===== config.mk =====
export PLATFORM = sky130hd
export DESIGN_NAME = gray_rx_decoder
export DESIGN_NICKNAME = d
export VERILOG_FILES = /design/src/rtl/gray_rx_decoder.sv
export SDC_FILE = /design/constraint.sdc
export NUM_CORES = 1
export LEC_CHECK = 0
export ABC_AREA = 0
export ABC_CLOCK_PERIOD_IN_PS = 3300
export BUFFER_PORTS_ARGS = -buffer_cell sky130_fd_sc_hd__buf_4
export CAP_MARGIN = 40
export CELL_PAD_IN_SITES_DETAIL_PLACEMENT = 1
export CELL_PAD_IN_SITES_GLOBAL_PLACEMENT = 1
export CORE_MARGIN = 8
export CORE_UTILIZATION = 39
export CTS_CLUSTER_DIAMETER = 200
export DETAILED_ROUTE_END_ITERATION = 8
export PLACE_DENSITY = 0.71
export SLEW_MARGIN = 15
export SYNTH_ARGS = -nofsm -noshare
export SYNTH_HDL_FRONTEND = slang
export SYNTH_SLANG_ARGS = --single-unit

===== constraint.sdc =====
create_clock -name clk -period 3.3 [get_ports clk]
set_input_delay 0.66 -clock clk [delete_from_list [all_inputs] [get_ports clk]]
set_output_delay 0.66 -clock clk [all_outputs]
set_load 0.05 [all_outputs]

===== src/rtl/gray_rx_decoder.sv =====
// gray_rx_decoder
//   Receive end of a 4-bit Gray-coded position/pointer path crossing into the
//   clk domain. The Gray code is synchronised, decoded to registered binary,
//   and every code change is classified as a legal +1 step, a legal -1 step
//   or an illegal jump. A saturating counter tallies the legal steps.
//
// Parameters
//   SYNC_STAGES  synchroniser depth per input bit (2..4)
//
// Ports
//   clk          rising-edge clock
//   rst          synchronous active-high reset (overrides everything)
//   G1..G4       Gray input, G1 = LSB, asynchronous to clk
//   clr          synchronous clear of step_err and chg_cnt
//   B1..B4       registered decoded binary, B4 = MSB
//   valid        high once the first code has been captured after reset
//   up / dn      one-cycle pulse per accepted +1 / -1 step
//   step_err     sticky flag, set by any illegal change
//   chg_cnt      8-bit saturating count of legal steps
module gray_rx_decoder #(
    parameter int SYNC_STAGES = 2
) (
    input  logic       clk,
    input  logic       rst,
    input  logic       G1,
    input  logic       G2,
    input  logic       G3,
    input  logic       G4,
    input  logic       clr,
    output logic       B1,
    output logic       B2,
    output logic       B3,
    output logic       B4,
    output logic       valid,
    output logic       up,
    output logic       dn,
    output logic       step_err,
    output logic [7:0] chg_cnt
);

    localparam logic [1:0] FILL  = 2'd0;
    localparam logic [1:0] PRIME = 2'd1;
    localparam logic [1:0] TRACK = 2'd2;

    localparam logic [2:0] FILL_LAST = 3'(SYNC_STAGES);

    function automatic logic [3:0] gray2bin(input logic [3:0] g);
        logic [3:0] b;
        b[3] = g[3];
        for (int i = 2; i >= 0; i--) begin
            b[i] = b[i+1] ^ g[i];
        end
        return b;
    endfunction

    function automatic logic [7:0] sat_inc(input logic [7:0] c);
        return (c == 8'hFF) ? c : c + 8'd1;
    endfunction

    logic [3:0] sync_p [SYNC_STAGES];
    logic [3:0] gs;
    logic [3:0] prev_p1;
    logic [3:0] bin_p1;
    logic       vld_p1;
    logic [1:0] state;
    logic [2:0] fill_cnt;

    logic [3:0] bnew;
    logic [3:0] bold;
    logic [3:0] bold_inc;
    logic [3:0] bold_dec;
    logic       changed;
    logic       step_up;
    logic       step_dn;
    logic       step_bad;

    // ---- stage p0: input synchroniser ----
    always_ff @(posedge clk) begin
        if (rst) begin
            for (int i = 0; i < SYNC_STAGES; i++) begin
                sync_p[i] <= 4'd0;
            end
        end else begin
            sync_p[0] <= {G4, G3, G2, G1};
            for (int i = 1; i < SYNC_STAGES; i++) begin
                sync_p[i] <= sync_p[i-1];
            end
        end
    end

    assign gs = sync_p[SYNC_STAGES-1];

    // ---- stage p1: decode and step classification ----
    always_comb begin
        bnew     = gray2bin(gs);
        bold     = gray2bin(prev_p1);
        bold_inc = bold + 4'd1;
        bold_dec = bold - 4'd1;
        changed  = (state == TRACK) && (gs != prev_p1);
        step_up  = changed && (bnew == bold_inc);
        step_dn  = changed && (bnew == bold_dec);
        step_bad = changed && !step_up && !step_dn;
    end

    always_ff @(posedge clk) begin
        if (rst) begin
            state    <= FILL;
            fill_cnt <= 3'd0;
            prev_p1  <= 4'd0;
            bin_p1   <= 4'd0;
            vld_p1   <= 1'b0;
            up       <= 1'b0;
            dn       <= 1'b0;
            step_err <= 1'b0;
            chg_cnt  <= 8'd0;
        end else begin
            up <= step_up;
            dn <= step_dn;

            case (state)
                FILL: begin
                    if (fill_cnt == FILL_LAST) begin
                        state <= PRIME;
                    end else begin
                        fill_cnt <= fill_cnt + 3'd1;
                    end
                end
                PRIME: begin
                    prev_p1 <= gs;
                    bin_p1  <= bnew;
                    vld_p1  <= 1'b1;
                    state   <= TRACK;
                end
                TRACK: begin
                    // Illegal changes are still accepted so tracking resumes
                    // from the new value.
                    if (changed) begin
                        prev_p1 <= gs;
                        bin_p1  <= bnew;
                    end
                end
                default: state <= FILL;
            endcase

            // Clear beats increment; a coincident illegal change beats clear.
            if (clr) begin
                chg_cnt <= 8'd0;
            end else if (step_up || step_dn) begin
                chg_cnt <= sat_inc(chg_cnt);
            end
            step_err <= step_bad || (step_err && !clr);
        end
    end

    assign valid = vld_p1;
    assign B1    = bin_p1[0];
    assign B2    = bin_p1[1];
    assign B3    = bin_p1[2];
    assign B4    = bin_p1[3];

endmodule


Word level (Yosys, flattened, before mapping) --
Memory sizes are Yosys's and may differ from the RTL's. Cells that the tools add are included.
Cells by class: reduce and logical (&&, ||, !) cells 18, add/subtract/negate cells 4, muxes and demuxes 11, eq/ne operators 9, bitwise operators 11
Operator list (number):
- two-way mux 4 bit | 4
- case mux 4 bit (2 select lines) | 2
- adder 8 x 1 -> 8 bit (second input constant) | 1
- equality test 4 bit | 2
- equality test 8 bit (second input constant) | 1
- AND reduction 2 bit | 4
- logical AND 1 bit | 6
- case mux 2 bit (3 select lines) | 1
- XOR 1 bit | 6
- adder 4 x 1 -> 4 bit (second input constant) | 1
- != test 2 bit (second input constant) | 2
- != test 4 bit | 1
- subtractor 4 x 1 -> 4 bit (second input constant) | 1
- adder 3 x 1 -> 3 bit (second input constant) | 1
- equality test 3 x 2 -> 1 bit (second input constant) | 1
- logical NOT 1 bit | 3
- two-way mux 1 bit | 3
- NOT 1 bit | 3
- equality test 2 x 1 -> 1 bit (second input constant) | 1
- equality test 2 bit (second input constant) | 1
- logical NOT 2 bit | 1
- logical OR 1 bit | 2
- two-way mux 2 bit | 1
- bitwise OR 1 bit | 2
- 2 further kinds | 2
Word-level totals: register bits after elaboration 25, bits in writable memories 8, word-level logic and storage cells 63, output and inout bits 16, memories 1, input port bits 7
Memories:
- sync_p | depth 2, width 4, read ports 2, clocked after Yosys merged registers in 0, wr ports 2, line 60 | logic [3:0] sync_p [SYNC_STAGES];

Longest topological paths before layout --
Gate-level depths: netlist of the first run.
depth in word-level cells 10, depth in mapped cells 11, gate-level depth less buffers 10

Worst setup path after synthesis of the first run --
No wires, ideal clock.
kind reg-to-reg, from register prev_p1[3], to register chg_cnt[3], stages on the path, launching flop included 11, required time 3230 ps, slack 494 ps, buffers on the path 1, setup time 70 ps, arrival 2737 ps, clock period less this slack 2806 ps, cells stage by stage dfxtp_1 > xnor2_1 > inv_1 > ha_1 > xor2_1 > or3_1 > a31oi_4 > o21ai_2 > buf_6 > or3_1 > a21oi_1
Between the ends: cells in the longest elaborated chain, start to end 8, elaborated cells on any way between the ends 13, those cells by class add/sub (2); eq/ne (3); bitwise (3); reduce/logical (5)
RTL lines:
- start, declared | line 62 | logic [3:0] prev_p1;
- start signal, assigned | line 129 | prev_p1 <= gs;
- start signal, assigned | line 138 | prev_p1 <= gs;
- XOR 1 bit (3 in a row) | line 51 | b[i] = b[i+1] ^ g[i];
- adder 4 x 1 -> 4 bit / subtractor 4 x 1 -> 4 bit (equally long branches) | line 97, 98
- equality test 4 bit (on tied branches) | line 100, 101
- logical AND 1 bit (on tied branches) | line 100, 101
- logical OR 1 bit * | line 148 | end else if (step_up || step_dn) begin
- AND reduction 2 bit (no source line) *
- end signal, assigned | line 149 | chg_cnt <= sat_inc(chg_cnt);
- end, declared | line 38 | output logic [7:0] chg_cnt
Every way passes the cells marked *; elsewhere a longest branch is shown, timed or not. A chain may end at the register's enable or synchronous reset.

Final worst setup path of the first run --
from register prev_p1[3], to register chg_cnt[7]
Same word-level chain as after synthesis.

==> out/qor.tcl, run 1 <==
set qor(run_status) {complete, no violations}
set qor(yosys.area.top_type_share_pct) 41.4
set qor(postCtsSetupRepairBufs) 0
set qor(final_net_count) 204
set qor(met3_usage_pct) 3.50
set qor(crit_required_ns) 3.51
set qor(setup.worst_path.class) {reg -> reg}
set qor(drt.antenna.violating_nets) 0
set qor(avgRoutedWirePerCell_um) 14.5
set qor(yosysTopAreaCell) {sky130_fd_sc_hd__dfxtp_1}
set qor(timing.critical_path.arrival_ns) 3.00
set qor(cts.root.buffer_cell) {sky130_fd_sc_hd__clkbuf_8}
set qor(synthToLayoutAreaGrowth_pct) 17.9
set qor(via_count_of_the_first_global_routing_pass) 1321
set qor(final_report_max_slew_violation_count) 0
set qor(groute.layer.met2.usage_pct) 20.9
set qor(clock-skew-final_ns) 0.0120
set qor(die_w_um) 79.0
set qor(timing.setup.tns_ns) 0
set qor(grt_util_met1_pct) 14.0
set qor(dpl.cell_count) 236
set qor(die-area_um2) 6240
set qor(path_common_cell) {sky130_fd_sc_hd__xnor2_1}
set qor(critPathMaxStageDelay_ns) 0.47
set qor(synthesis.yosys.warnings) 0
set qor(syn_avg_cell_area_um2) 9.00
set qor(worstSkewPairLatency_ns) 0.28
set qor(place_congestion) 0.788
set qor(max-clock-path-buffers) 2
set qor(path_delay_family) {compound AO/OA/AOI/OAI gates}
set qor(starting_density_of_the_core_pct) 39.5
set qor(async_set_or_reset_register_ratio_after_synthesis_pct) 0
set qor(grt_start_max_net_pins) 27
set qor(ctsHtreeMaxLevel) 2
set qor(syn-num-nets) 183
set qor(cp_cell_sequence) {xnor2_1, inv_1, ha_1, xnor2_1, a211oi_1, nand3b_1, a211oi_4, o21ai_2, or4_1, a21oi_1}
set qor(viasPerCell) 5.07
set qor(endpoint_kind) {flop}
set qor(post_synth_instance_area_um2) 1550
set qor(fill_count) 492
set qor(grt_first_pass_wirelength_mm) 6.07
set qor(max_fo_critical_path) 13
set qor(postCtsHoldBufs) 0
set qor(fp-row-count) 23
set qor(register_area_um2) 641
set qor(grt_setup_unrepaired) {false}
set qor(multi_input_area_um2) 841
set qor(drt-initial-drc-count) 29
set qor(finalSetupViolations) 0
set qor(fmax_mhz) 357
set qor(core_region_um2) 3910
set qor(grt_overflow_total) 0
set qor(post_synth_main_area_contributors) {sky130_fd_sc_hd__dfxtp_1 41%, sky130_fd_sc_hd__nor2b_1 5.3%, sky130_fd_sc_hd__nor2_1 4.6%}
set qor(timing.critical_path.slowest_stage_cell) {sky130_fd_sc_hd__dfxtp_1}
set qor(grt_antenna_before_repair) 0
set qor(cts_resized) 0
set qor(total_routing_usage_reported_by_global_routing_pct) 12.3
set qor(die-height_um) 79.0
set qor(preCtsSetupSlack_ns) 0.525
set qor(slew-limit-headroom_pct) 61.4
set qor(worstSetupStartpoint) {prev_p1[3]}
set qor(clk_transition_reported_paths_ns) 0.07
set qor(worst_ir_drop_vdd_uv) 325
set qor(layout.cells.non_filler) 244
set qor(powerDensity_nw_per_um2) 536
set qor(detailed_place_hpwl_mm) 2.68
set qor(design.portCount) 23
set qor(dr.pass1.iters) 4
set qor(cp_num_buf_inv) 1
set qor(synth_cell_type_count) 46
set qor(total_leakage_power_uw) 0.000675
set qor(tritoncts.num_buffers) 5
set qor(final-hold-violation-count) 0
set qor(clock_tree_from_tritoncts) {yes}
set qor(post_route_cells_drive_above_1_share_pct) 20.1
set qor(synth_edf_count) 0
set qor(number_of_instances_in_the_synthesized_netlist) 172
set qor(hp-class) {reg -> reg}
set qor(cp-start-kind) {flop}
set qor(diodes_inserted) 0
set qor(via_count_of_the_routed_design) 1237
set qor(clock_sink_count) 32
set qor(fin_crit_sh_pct) 84.8
set qor(max_slew.worst_pin.slew_ns) 0.574
set qor(post_detailed_route_drc_marker_count) 0
set qor(max_cap_viol_count) 0
set qor(ys.flop_type) {sky130_fd_sc_hd__dfxtp_1}
set qor(reg2reg_from) {prev_p1[3]}
set qor(holdCritStartpoint) {sync_p[0][1]}
set qor(wl_mm) 3.53
set qor(synth_sequential_area_ratio_pct) 41.4
set qor(worst_slack_ns) 0.502
set qor(global_route.peak_usage_layer) {met2}
set qor(minimum_hold_slack_ns) 0.445
set qor(layout_min_cycle_time_ns) 2.80
set qor(count_of_input_and_output_buffers) 22
set qor(postSynthRegisterBits) 32
-- per-stage QoR --
| step | instance area [um^2] | util (%) | power, uW |
|---|---|---|---|
| floorplan | 1550 | - | 628 |
| global placement | 1730 | 44.2 | 672 |
| detailed placement | 1730 | 44.2 | 683 |
| CTS | 1820 | 46.6 | 994 |
| global route | 1820 | 46.6 | 1040 |
| finish | 1820 | 46.6 | 978 |
-- placed cells by master, fill, tap and decap left out, drive strengths merged --
cell type,count
dfxtp,32
buf,22
nor2,19
nor2b,13
o21ai,10
nand2,9
a21oi,9
xnor2,8
inv,6
clkbuf,6
nand3,5
or3,5
mux2i,5
xor2,5
a211oi,5
or2,5
ha,4
nor3,3
nand2b,2
nand3b,2
nor3b,2
clkinv,2
a31oi,2
a31o,1
a21o,1
and4,1
o221ai,1
o22ai,1
o32ai,1
nand4,1
o31ai,1
or4,1
nor4b,1
nor4,1
o31a,1
o21a,1
-- final cells by class --
type	instances	share of cell area, %
multi-input cells	126	46.1
flip-flops and latches	32	35.1
repair buffers	22	9.05
clock buffers	6	4.53
well taps	50	3.43
inverters	6	1.23
clock inverters	2	0.549
-- metal layers --
| layer | wire length [um] | vias to the layer above |
|---|---|---|
| li1 | - | 630 |
| met1 | 1690 | 589 |
| met2 | 1710 | 14 |
| met3 | 82 | 4 |
| met4 | 51 | 0 |
| met5 | 0 | - |
-- Yosys cell counts, types with 2 or more instances --
| master | number |
|---|---|
| sky130_fd_sc_hd__a211oi_1 | 4 |
| sky130_fd_sc_hd__mux2i_1 | 5 |
| sky130_fd_sc_hd__nor3b_1 | 2 |
| sky130_fd_sc_hd__nand2b_1 | 2 |
| sky130_fd_sc_hd__nand2_1 | 9 |
| sky130_fd_sc_hd__ha_1 | 4 |
| sky130_fd_sc_hd__o21ai_1 | 5 |
| sky130_fd_sc_hd__o21ai_0 | 3 |
| sky130_fd_sc_hd__dfxtp_1 | 32 |
| sky130_fd_sc_hd__o21ai_2 | 2 |
| sky130_fd_sc_hd__xor2_1 | 4 |
| sky130_fd_sc_hd__nor2b_1 | 13 |
| sky130_fd_sc_hd__or2_2 | 2 |
| sky130_fd_sc_hd__or3_1 | 5 |
| sky130_fd_sc_hd__or2_1 | 2 |
| sky130_fd_sc_hd__xnor2_1 | 8 |
| sky130_fd_sc_hd__nand3_1 | 5 |
| sky130_fd_sc_hd__nor2_1 | 19 |
| sky130_fd_sc_hd__inv_1 | 6 |
| sky130_fd_sc_hd__nor3_1 | 3 |
| sky130_fd_sc_hd__nand3b_1 | 2 |
| sky130_fd_sc_hd__clkbuf_1 | 3 |
| sky130_fd_sc_hd__a21oi_1 | 9 |
-- sequential cells by signal, summed over array words and instances, names as in the netlist --
name / flops
state: 2
chg_cnt: 8
bin_p1: 3
up: 1
prev_p1: 4
sync_p: 8
step_err: 1
fill_cnt: 3
valid: 1
dn: 1
-- path summary, 6_finish.rpt --
| path | endpoint | slack (ns) | depth (start not counted) |
|---|---|---|---|
| setup / recovery | chg_cnt[7] | 0.50 | 10 |
| hold / removal | sync_p[0][5] | 0.44 | 1 |
| setup reg to reg | chg_cnt[7] | 0.50 | 10 |
| hold reg to reg | sync_p[0][5] | 0.44 | 1 |
-- cell families (layout without fill, tap and decap cells) --
family / Yosys count / in the layout / share of synthesized area (%)
xor+xnor: 13 / 13 / 7.84
flops: 32 / 32 / 41.4
fa+ha+maj: 4 / 4 / 3.23
compound gates: 34 / 34 / 16.2
simple gates: 70 / 70 / 23.8
buf+inv: 14 / 36 / 4.28
mux: 5 / 5 / 3.23
-- power breakdown --
group | leakage (uW) | internal (uW) | switching, uW | total, uW
Sequential | 0.000261 | 421 | 28.8 | 449
Combinational | 0.000363 | 89.5 | 133 | 222
Clock | 0.0000510 | 166 | 140 | 307
Total | 0.000675 | 676 | 302 | 978
-- worst reg2reg max path, stage by stage, from the launching register on --
cell and delay, ns:
sky130_fd_sc_hd__dfxtp_1 0.47, sky130_fd_sc_hd__xnor2_1 0.22, sky130_fd_sc_hd__inv_1 0.11, sky130_fd_sc_hd__ha_1 0.38
sky130_fd_sc_hd__xnor2_1 0.21, sky130_fd_sc_hd__a211oi_1 0.06, sky130_fd_sc_hd__nand3b_1 0.20, sky130_fd_sc_hd__a211oi_4 0.29
sky130_fd_sc_hd__o21ai_2 0.19, sky130_fd_sc_hd__or4_1 0.43, sky130_fd_sc_hd__a21oi_1 0.16
Power figures use the tool's default switching activity.
==> run 2, diff against run 1 <==
--- a/config.mk
+++ b/config.mk
@@ -5,8 +5,8 @@
 export SDC_FILE = /design/constraint.sdc
 export NUM_CORES = 1
 export LEC_CHECK = 0
-export ABC_AREA = 0
-export ABC_CLOCK_PERIOD_IN_PS = 3300
+export ABC_AREA = 1
+export ABC_CLOCK_PERIOD_IN_PS = 2940
 export BUFFER_PORTS_ARGS = -buffer_cell sky130_fd_sc_hd__buf_4
 export CAP_MARGIN = 40
 export CELL_PAD_IN_SITES_DETAIL_PLACEMENT = 1
@@ -15,7 +15,7 @@
 export CORE_UTILIZATION = 39
 export CTS_CLUSTER_DIAMETER = 200
 export DETAILED_ROUTE_END_ITERATION = 8
-export PLACE_DENSITY = 0.71
+export PLACE_DENSITY = 0.74
 export SLEW_MARGIN = 15
 export SYNTH_ARGS = -nofsm -noshare
 export SYNTH_HDL_FRONTEND = slang
==> constraint.sdc (replaced) <==
create_clock -name clk -period 2.94 [get_ports clk]
set_input_delay 0.588 -clock clk [delete_from_list [all_inputs] [get_ports clk]]
set_output_delay 0.588 -clock clk [all_outputs]
set_load 0.05 [all_outputs]
==> run 2 against run 1 <==
Die area up 2.1%. Sequential share of layout area down 1.7 points. Clock-buffer cell count down 1. Core utilization up 1.6 points. Fmax up 21%. Clock skew down 0.0042 ns. Via count up 16%. Worst setup slack better by 0.13 ns. Cell area up 5.0%. Critical path depth up 9. Worst hold slack worse by 0.038 ns. Critical endpoint is now chg_cnt[2]. Largest cell class unchanged. Highest routed layer unchanged.
==> out/qor.tcl, run 2 <==
set qor(reg2reg_from) {prev_p1[3]} ;# unchanged
set qor(mostFrequentLayoutCells) {45 x sky130_fd_sc_hd__nand2_1, 32 x sky130_fd_sc_hd__inv_1, 32 x sky130_fd_sc_hd__dfxtp_1} ;# was 32 x sky130_fd_sc_hd__dfxtp_1, 22 x sky130_fd_sc_hd__buf_4, 19 x sky130_fd_sc_hd__nor2_1
set qor(synth_edf_count) 0 ;# unchanged
set qor(crit_required_ns) 3.12 ;# was 3.51 ns
set qor(wl_mm) 3.85 ;# was 3.53 mm
set qor(grt_setup_unrepaired) {false} ;# unchanged
set qor(syn-num-nets) 233 ;# was 183
set qor(detailed_place_hpwl_mm) 2.93 ;# was 2.68 mm
set qor(final-hold-violation-count) 0 ;# unchanged
set qor(cts_resized) 0 ;# unchanged
set qor(max_slew.worst_pin.slew_ns) 0.314 ;# was 0.574 ns
set qor(postSynthRegisterBits) 32 ;# unchanged
set qor(core_region_um2) 3970 ;# was 3910 um^2
set qor(place_congestion) 0.749 ;# was 0.788
set qor(synth_sequential_area_ratio_pct) 40.3 ;# was 41.4%
set qor(synthesis.yosys.warnings) 0 ;# unchanged
set qor(fp-row-count) 23 ;# unchanged
set qor(drt-initial-drc-count) 36 ;# was 29
set qor(cts.root.buffer_cell) {sky130_fd_sc_hd__clkbuf_8} ;# unchanged
set qor(worstSkewPairLatency_ns) 0.29 ;# was 0.28 ns
set qor(postCtsHoldBufs) 0 ;# unchanged
set qor(synthTopCellsByCount) {45 x sky130_fd_sc_hd__nand2_1, 32 x sky130_fd_sc_hd__dfxtp_1, 32 x sky130_fd_sc_hd__inv_1} ;# was 32 x sky130_fd_sc_hd__dfxtp_1, 19 x sky130_fd_sc_hd__nor2_1, 13 x sky130_fd_sc_hd__nor2b_1
set qor(layout_commonest_cell) {sky130_fd_sc_hd__nand2_1} ;# was sky130_fd_sc_hd__dfxtp_1
set qor(clock_tree_from_tritoncts) {yes} ;# unchanged
set qor(number_of_instances_in_the_synthesized_netlist) 222 ;# was 172
set qor(slew-limit-headroom_pct) 79.0 ;# was 61.4%
set qor(grt_first_pass_wirelength_mm) 6.58 ;# was 6.07 mm
set qor(cp_num_buf_inv) 4 ;# was 1
set qor(r2r_cells) 19 ;# was 10
set qor(die-height_um) 79.8 ;# was 79.0 um
set qor(starting_density_of_the_core_pct) 40.0 ;# was 39.5%
set qor(avgRoutedWirePerCell_um) 12.8 ;# was 14.5 um
set qor(post_synth_instance_area_um2) 1590 ;# was 1550 um^2
set qor(fmax_mhz) 434 ;# was 357 MHz
set qor(total_leakage_power_uw) 0.000927 ;# was 0.000675 uW
set qor(final_net_count) 260 ;# was 204
set qor(post_detailed_route_drc_marker_count) 0 ;# unchanged
set qor(postCtsSetupRepairBufs) 0 ;# unchanged
set qor(top_regs) {chg_cnt (8), sync_p (8), prev_p1 (4)} ;# unchanged
set qor(drt.antenna.violating_nets) 0 ;# unchanged
set qor(max_fo_critical_path) 11 ;# was 13
set qor(run_status) {complete, no violations} ;# unchanged
set qor(grt_antenna_before_repair) 0 ;# unchanged
set qor(hold_path_end) {sync_p[0][7]} ;# was sync_p[0][5]
set qor(critPathMaxStageDelay_ns) 0.34 ;# was 0.47 ns
set qor(fill_count) 530 ;# was 492
set qor(cp_cell_sequence) {inv_1, nand2_1, nand2_1, inv_1, ha_1, inv_1, nand2_2, nand2_2, nand2_1, nand2_1, nand2_1, inv_1, nand2_2, nor2_4, nand3_2, nand2_2, nand2_1, nand2_1, a21oi_1} ;# was xnor2_1, inv_1, ha_1, xnor2_1, a211oi_1, nand3b_1, a211oi_4, o21ai_2, or4_1, a21oi_1
set qor(timing.setup.tns_ns) 0 ;# unchanged
set qor(max-clock-path-buffers) 2 ;# unchanged
set qor(setup.worst_path.class) {reg -> reg} ;# unchanged
set qor(endpoint_kind) {flop} ;# unchanged
set qor(path_delay_family) {simple AND/OR/NAND/NOR gates} ;# was compound AO/OA/AOI/OAI gates
set qor(clock-skew-final_ns) 0.00781 ;# was 0.0120 ns
set qor(design.portCount) 23 ;# unchanged
set qor(via_count_of_the_routed_design) 1432 ;# was 1,237
set qor(die-area_um2) 6370 ;# was 6240 um^2
set qor(tritoncts.num_buffers) 5 ;# unchanged
set qor(diodes_inserted) 0 ;# unchanged
set qor(count_of_input_and_output_buffers) 22 ;# unchanged
set qor(yosysTopAreaCell) {sky130_fd_sc_hd__dfxtp_1} ;# unchanged
set qor(worst_hold_path_cell_count) 2 ;# was 1
set qor(regToRegEndpoint) {chg_cnt[2]} ;# was chg_cnt[7]
set qor(viasPerCell) 4.77 ;# was 5.07
set qor(dr.pass1.iters) 4 ;# unchanged
set qor(post_synth_main_area_contributors) {sky130_fd_sc_hd__dfxtp_1 40%, sky130_fd_sc_hd__nand2_1 11%, sky130_fd_sc_hd__inv_1 7.6%} ;# was sky130_fd_sc_hd__dfxtp_1 41%, sky130_fd_sc_hd__nor2b_1 5.3%, sky130_fd_sc_hd__nor2_1 4.6%
set qor(synth.most_common_cell) {sky130_fd_sc_hd__nand2_1} ;# was sky130_fd_sc_hd__dfxtp_1
set qor(async_set_or_reset_register_ratio_after_synthesis_pct) 0 ;# unchanged
set qor(yosys.area.top_type_share_pct) 40.3 ;# was 41.4%
set qor(syn_avg_cell_area_um2) 7.15 ;# was 9.00 um^2
set qor(post-layout-total-power_uw) 1500 ;# was 978 uW
set qor(reg_to_reg_setup_timing_slack_ns) 0.64 ;# was 0.50 ns
set qor(hp-class) {reg -> reg} ;# unchanged
set qor(synth_cell_type_count) 22 ;# was 46
set qor(ctsHtreeMaxLevel) 2 ;# unchanged
set qor(ys.flop_type) {sky130_fd_sc_hd__dfxtp_1} ;# unchanged
set qor(via_count_of_the_first_global_routing_pass) 1441 ;# was 1,321
set qor(timing.critical_path.slowest_stage_cell) {sky130_fd_sc_hd__dfxtp_1} ;# unchanged
set qor(powerDensity_nw_per_um2) 785 ;# was 536 nW/um^2
set qor(clk_transition_reported_paths_ns) 0.07 ;# about the same
set qor(fin_crit_sh_pct) 78.3 ;# was 84.8%
set qor(total_routing_usage_reported_by_global_routing_pct) 13.0 ;# was 12.3%
set qor(final_report_max_slew_violation_count) 0 ;# unchanged
set qor(timing.critical_path.arrival_ns) 2.48 ;# was 3.00 ns
set qor(holdCritStartpoint) {sync_p[0][3]} ;# was sync_p[0][1]
set qor(post_route_cells_drive_above_1_share_pct) 20.0 ;# was 20.1%
set qor(layout_min_cycle_time_ns) 2.30 ;# was 2.80 ns
set qor(grt_overflow_total) 0 ;# unchanged
set qor(die_w_um) 79.8 ;# was 79.0 um
set qor(max_cap_viol_count) 0 ;# unchanged
set qor(worst_ir_drop_vdd_uv) 389 ;# was 325 uV
set qor(cp-start-kind) {flop} ;# unchanged
set qor(grt_start_max_net_pins) 17 ;# was 27
set qor(clock_sink_count) 32 ;# unchanged
set qor(finalSetupViolations) 0 ;# unchanged
set qor(synthToLayoutAreaGrowth_pct) 20.6 ;# was 17.9%
set qor(path_common_cell) {sky130_fd_sc_hd__nand2_1} ;# was sky130_fd_sc_hd__xnor2_1
run 2: per-layer routing:
layer  track usage, %  up-vias  wire length, um
met4             3.82        0               51
met3             5.07        5              164
met5                0        -                0
met1             15.5      656             1810
met2             21.0       17             1820
li1                 -      754                -
run 2: cell families after synthesis:
group                      share of synthesized area [%]
xor gates and xnor gates                            4.41
adders and majority gates                           3.15
and+or+nand+nor                                     33.9
buffers and inverters                               8.98
DFF                                                 40.3
AOI/OAI and AO/OA                                   9.22
run 2: power breakdown:
group          internal, uW  switching [uW]  leakage (uW)
Sequential              489            43.3      0.000261
Combinational           176             360      0.000611
Clock                   255             182     0.0000548
Total                   920             585      0.000927
run 2: worst max path at each step:
stage	depth (start not counted)	endpoint	start	slack, ns
after CTS	19	chg_cnt[2]	prev_p1[3]	0.61
after global placement	19	chg_cnt[4]	prev_p1[3]	0.69
after floorplan	20	chg_cnt[0]	prev_p1[3]	0.61
after detailed placement	19	chg_cnt[2]	prev_p1[3]	0.61
after global routing	18	chg_cnt[3]	prev_p1[3]	0.35
final	19	chg_cnt[2]	prev_p1[3]	0.64
run 2: cell type report:
type	instances	area, um^2	share of cell area [%]
repair buffers	22	165	8.62
flip-flops and latches	32	641	33.4
clock inverters	3	46.3	2.42
inverters	34	128	6.66
clock buffers	5	68.8	3.59
multi-input cells	154	805	42.0
well taps	50	62.6	3.27
run 2: worst register-to-register path, stage by stage (launching register included):
cell,delay [ns]
sky130_fd_sc_hd__dfxtp_1,0.34
sky130_fd_sc_hd__inv_1,0.12
sky130_fd_sc_hd__nand2_1,0.08
sky130_fd_sc_hd__nand2_1,0.08
sky130_fd_sc_hd__inv_1,0.05
sky130_fd_sc_hd__ha_1,0.29
sky130_fd_sc_hd__inv_1,0.07
sky130_fd_sc_hd__nand2_2,0.07
sky130_fd_sc_hd__nand2_2,0.10
sky130_fd_sc_hd__nand2_1,0.06
sky130_fd_sc_hd__nand2_1,0.05
sky130_fd_sc_hd__nand2_1,0.05
sky130_fd_sc_hd__inv_1,0.06
sky130_fd_sc_hd__nand2_2,0.06
sky130_fd_sc_hd__nor2_4,0.09
sky130_fd_sc_hd__nand3_2,0.09
sky130_fd_sc_hd__nand2_2,0.19
sky130_fd_sc_hd__nand2_1,0.17
sky130_fd_sc_hd__nand2_1,0.11
sky130_fd_sc_hd__a21oi_1,0.06
run 2: through the flow:
stage          setup WS, ns  std cells  utilization (%)  area [um^2]  hold WS, ns
5_1_grt               0.351        300             48.2         1920        0.418
2_1_floorplan         0.615        222                -         1590        0.388
6_report              0.637        300             48.2         1920        0.407
3_5_place_dp          0.612        292             45.3         1800        0.400
3_3_place_gp          0.693        292             45.3         1800        0.390
4_1_cts               0.607        300             48.2         1920        0.410
==> run 3, diff against run 2 <==
--- a/config.mk
+++ b/config.mk
@@ -6,7 +6,7 @@
 export NUM_CORES = 1
 export LEC_CHECK = 0
 export ABC_AREA = 1
-export ABC_CLOCK_PERIOD_IN_PS = 2940
+export ABC_CLOCK_PERIOD_IN_PS = 2180
 export BUFFER_PORTS_ARGS = -buffer_cell sky130_fd_sc_hd__buf_4
 export CAP_MARGIN = 40
 export CELL_PAD_IN_SITES_DETAIL_PLACEMENT = 1
==> constraint.sdc (replaced) <==
create_clock -name clk -period 2.18 [get_ports clk]
set_input_delay 0.436 -clock clk [delete_from_list [all_inputs] [get_ports clk]]
set_output_delay 0.436 -clock clk [all_outputs]
set_load 0.05 [all_outputs]
==> run 3 against run 2 <==
Global-route usage increased by 0.098 points. Combinational power increased by 72%. Wire length rose by 3.5%. Die area is the same. Critical endpoint is now chg_cnt[4]. Largest power group unchanged. Highest routed layer unchanged.
==> out/qor.tcl, run 3 (synthesis gave the netlist of run 2 again) <==
set qor(layout_min_cycle_time_ns) 2.06 ;# was 2.30 ns
set qor(via_count_of_the_first_global_routing_pass) 1499 ;# was 1,441
set qor(post_route_cells_drive_above_1_share_pct) 27.8 ;# was 20.0%
set qor(grt_antenna_before_repair) 0 ;# unchanged
set qor(worst_ir_drop_vdd_uv) 637 ;# was 389 uV
set qor(ctsHtreeMaxLevel) 2 ;# unchanged
set qor(detailed_place_hpwl_mm) 3.00 ;# was 2.93 mm
set qor(critical_path_cell_count) 18 ;# was 19
set qor(pwr-share-seq_pct) 34.6 ;# was 35.4%
set qor(count_of_input_and_output_buffers) 22 ;# unchanged
set qor(cp-start-kind) {flop} ;# unchanged
set qor(final-hold-violation-count) 0 ;# unchanged
set qor(r2r_cells) 18 ;# was 19
set qor(drt.antenna.violating_nets) 0 ;# unchanged
set qor(grt_first_pass_wirelength_mm) 6.78 ;# was 6.58 mm
set qor(worst_slack_ns) 0.123 ;# was 0.637 ns
set qor(finalSetupViolations) 0 ;# unchanged
set qor(clock_tree_from_tritoncts) {yes} ;# unchanged
set qor(avgRoutedWirePerCell_um) 12.9 ;# was 12.8 um
set qor(drt-initial-drc-count) 39 ;# was 36
set qor(regToRegEndpoint) {chg_cnt[4]} ;# was chg_cnt[2]
set qor(max-clock-path-buffers) 2 ;# unchanged
set qor(hp-class) {in -> reg} ;# was reg -> reg
set qor(fin_util_pct) 51.4 ;# was 48.2%
set qor(total_routing_usage_reported_by_global_routing_pct) 13.1 ;# was 13.0%
set qor(layout_commonest_cell) {sky130_fd_sc_hd__nand2_1} ;# unchanged
set qor(fin_crit_sh_pct) 94.4 ;# was 78.3%
set qor(powerDensity_nw_per_um2) 1030 ;# was 785 nW/um^2
set qor(core_region_um2) 3970 ;# unchanged
set qor(timing.critical_path.slowest_stage_cell) {sky130_fd_sc_hd__dfxtp_4} ;# was sky130_fd_sc_hd__dfxtp_1
set qor(top_regs) {chg_cnt (8), sync_p (8), prev_p1 (4)} ;# unchanged
set qor(synthToLayoutAreaGrowth_pct) 28.7 ;# was 20.6%
set qor(worstSetupStartpoint) {prev_p1[3]} ;# unchanged
set qor(slew-limit-headroom_pct) 77.5 ;# was 79.0%
set qor(crit_required_ns) 2.39 ;# was 3.12 ns
set qor(fill_count) 538 ;# was 530
set qor(place_congestion) 0.789 ;# was 0.749
set qor(timing.critical_path.arrival_ns) 2.27 ;# was 2.48 ns
set qor(worstSetupEndpoint) {chg_cnt[4]} ;# was chg_cnt[2]
set qor(max_cap_viol_count) 0 ;# unchanged
set qor(max_fo_critical_path) 4 ;# was 11
set qor(worstSkewPairLatency_ns) 0.28 ;# was 0.29 ns
set qor(die_w_um) 79.8 ;# unchanged
set qor(fp-row-count) 23 ;# unchanged
set qor(clock-skew-final_ns) 0.00929 ;# was 0.00781 ns
set qor(wl_mm) 3.98 ;# was 3.85 mm
set qor(setup.worst_path.class) {reg -> reg} ;# unchanged
set qor(mostFrequentLayoutCells) {41 x sky130_fd_sc_hd__nand2_1, 30 x sky130_fd_sc_hd__inv_1, 30 x sky130_fd_sc_hd__dfxtp_1, 30 x sky130_fd_sc_hd__buf_4, 25 x sky130_fd_sc_hd__nor2_1} ;# was 45 x sky130_fd_sc_hd__nand2_1, 32 x sky130_fd_sc_hd__inv_1, 32 x sky130_fd_sc_hd__dfxtp_1
set qor(grt_overflow_total) 0 ;# unchanged
set qor(net-switching-power_uw) 866 ;# was 585 uW
set qor(design.portCount) 23 ;# unchanged
set qor(reg_to_reg_setup_timing_slack_ns) 0.12 ;# was 0.64 ns
set qor(starting_density_of_the_core_pct) 40.0 ;# unchanged
set qor(postCtsHoldBufs) 0 ;# unchanged
set qor(cts.root.buffer_cell) {sky130_fd_sc_hd__clkbuf_8} ;# unchanged
set qor(clock_sink_count) 32 ;# unchanged
set qor(critPathMaxStageDelay_ns) 0.36 ;# was 0.34 ns
set qor(total_leakage_power_uw) 0.000972 ;# was 0.000927 uW
set qor(path_delay_family) {simple AND/OR/NAND/NOR gates} ;# unchanged
set qor(power.switching_fraction_pct) 41.2 ;# was 38.9%
set qor(post_detailed_route_drc_marker_count) 0 ;# unchanged
set qor(viasPerCell) 4.85 ;# was 4.77
set qor(grt_start_max_net_pins) 17 ;# unchanged
set qor(fmax_mhz) 486 ;# was 434 MHz
set qor(final_net_count) 269 ;# was 260
set qor(final_cell_area_um2) 2040 ;# was 1920 um^2
set qor(diodes_inserted) 0 ;# unchanged
set qor(max_slew.worst_pin.slew_ns) 0.337 ;# was 0.314 ns
set qor(via_count_of_the_routed_design) 1498 ;# was 1,432
set qor(preCtsSetupSlack_ns) -0.0251 ;# was 0.612 ns
set qor(power.internal_uw) 1230 ;# was 920 uW
set qor(p_comb_share_pct) 43.8 ;# was 35.6%
set qor(run_status) {complete, no violations} ;# unchanged
set qor(cp_num_buf_inv) 4 ;# unchanged
set qor(die-area_um2) 6370 ;# unchanged
set qor(dr.pass1.iters) 3 ;# was 4
set qor(tritoncts.num_buffers) 5 ;# unchanged
set qor(endpoint_kind) {flop} ;# unchanged
set qor(reg2reg_from) {prev_p1[3]} ;# unchanged
set qor(place_area_um2) 1830 ;# was 1800 um^2
set qor(cp_cell_sequence) {inv_4, nand2_2, nand2_2, inv_1, ha_4, inv_4, nand2_4, nand3_2, nand2_2, nand2_1, nand2_1, nand2_1, nor2_2, nand3_4, nand2_4, buf_4, nand3_1, a21oi_1} ;# was inv_1, nand2_1, nand2_1, inv_1, ha_1, inv_1, nand2_2, nand2_2, nand2_1, nand2_1, nand2_1, inv_1, nand2_2, nor2_4, nand3_2, nand2_2, nand2_1, nand2_1, a21oi_1
set qor(pwr-share-clk_pct) 21.6 ;# was 29.0%
set qor(clk_transition_reported_paths_ns) 0.07 ;# about the same
set qor(minimum_hold_slack_ns) 0.355 ;# was 0.407 ns
set qor(die-height_um) 79.8 ;# unchanged
set qor(final_report_max_slew_violation_count) 0 ;# unchanged
set qor(grt_setup_unrepaired) {true} ;# was false
[run 3: cell type report]
cell class                 instances  area, um^2  share of cell area (%)
timing repair buffer              31         236                    11.6
tap                               50        62.6                    3.06
sequential                        32         646                    31.6
multi-input combinational        154         878                    43.0
inverter                          34         133                    6.49
clock inverter                     3        18.8                   0.919
clock buffer                       5        68.8                    3.37
[run 3: layer usage]
| layer | wire length (um) | part of all wire, % | track usage, % |
|---|---|---|---|
| met1 | 1840 | 46 | 15.8 |
| met2 | 1940 | 49 | 21.7 |
| met3 | 149 | 3.7 | 3.49 |
| met4 | 53 | 1.3 | 4.91 |
| met5 | 0 | 0 | 0 |
[run 3: through the flow]
stage | std cells | power [uW] | setup TNS [ns]
detailed placement | 296 | 1470 | -0.0856
floorplan | 222 | 1280 | 0
finish | 309 | 2100 | 0
CTS | 304 | 1940 | 0
global route | 309 | 2260 | -0.232
global placement | 296 | 1440 | 0
[run 3: tightest hold or removal path, stage by stage]
cell and delay, ns:
sky130_fd_sc_hd__buf_4 0.07, sky130_fd_sc_hd__inv_1 0.03, sky130_fd_sc_hd__nor2_1 0.06
[run 3: timing repair]
item,CTS,global route
resized for setup,3,19
setup buffers,0,5
pin swaps,0,10
hold endpoints to repair,0,0
gates cloned,0,0
setup endpoints to repair,8,9
[run 3: worst min path at each step]
stage            startpoint            to  depth (start not counted)
2_1_floorplan  sync_p[0][0]  sync_p[0][4]                          2
3_3_place_gp   sync_p[0][1]  sync_p[0][5]                          2
3_5_place_dp   sync_p[0][2]  sync_p[0][6]                          2
4_1_cts                  G2  sync_p[0][1]                          3
5_1_grt                  G2  sync_p[0][1]                          3
6_report                 G1  sync_p[0][0]                          3
[run 3: power by group through the flow]
stage                     Clock (uW)  Sequential (uW)  Combinational (uW)
after floorplan                    0              808                 476
after global placement             0              731                 713
after detailed placement           0              735                 734
after CTS                        470              723                 751
after global routing             494              738                1020
final                            453              727                 920
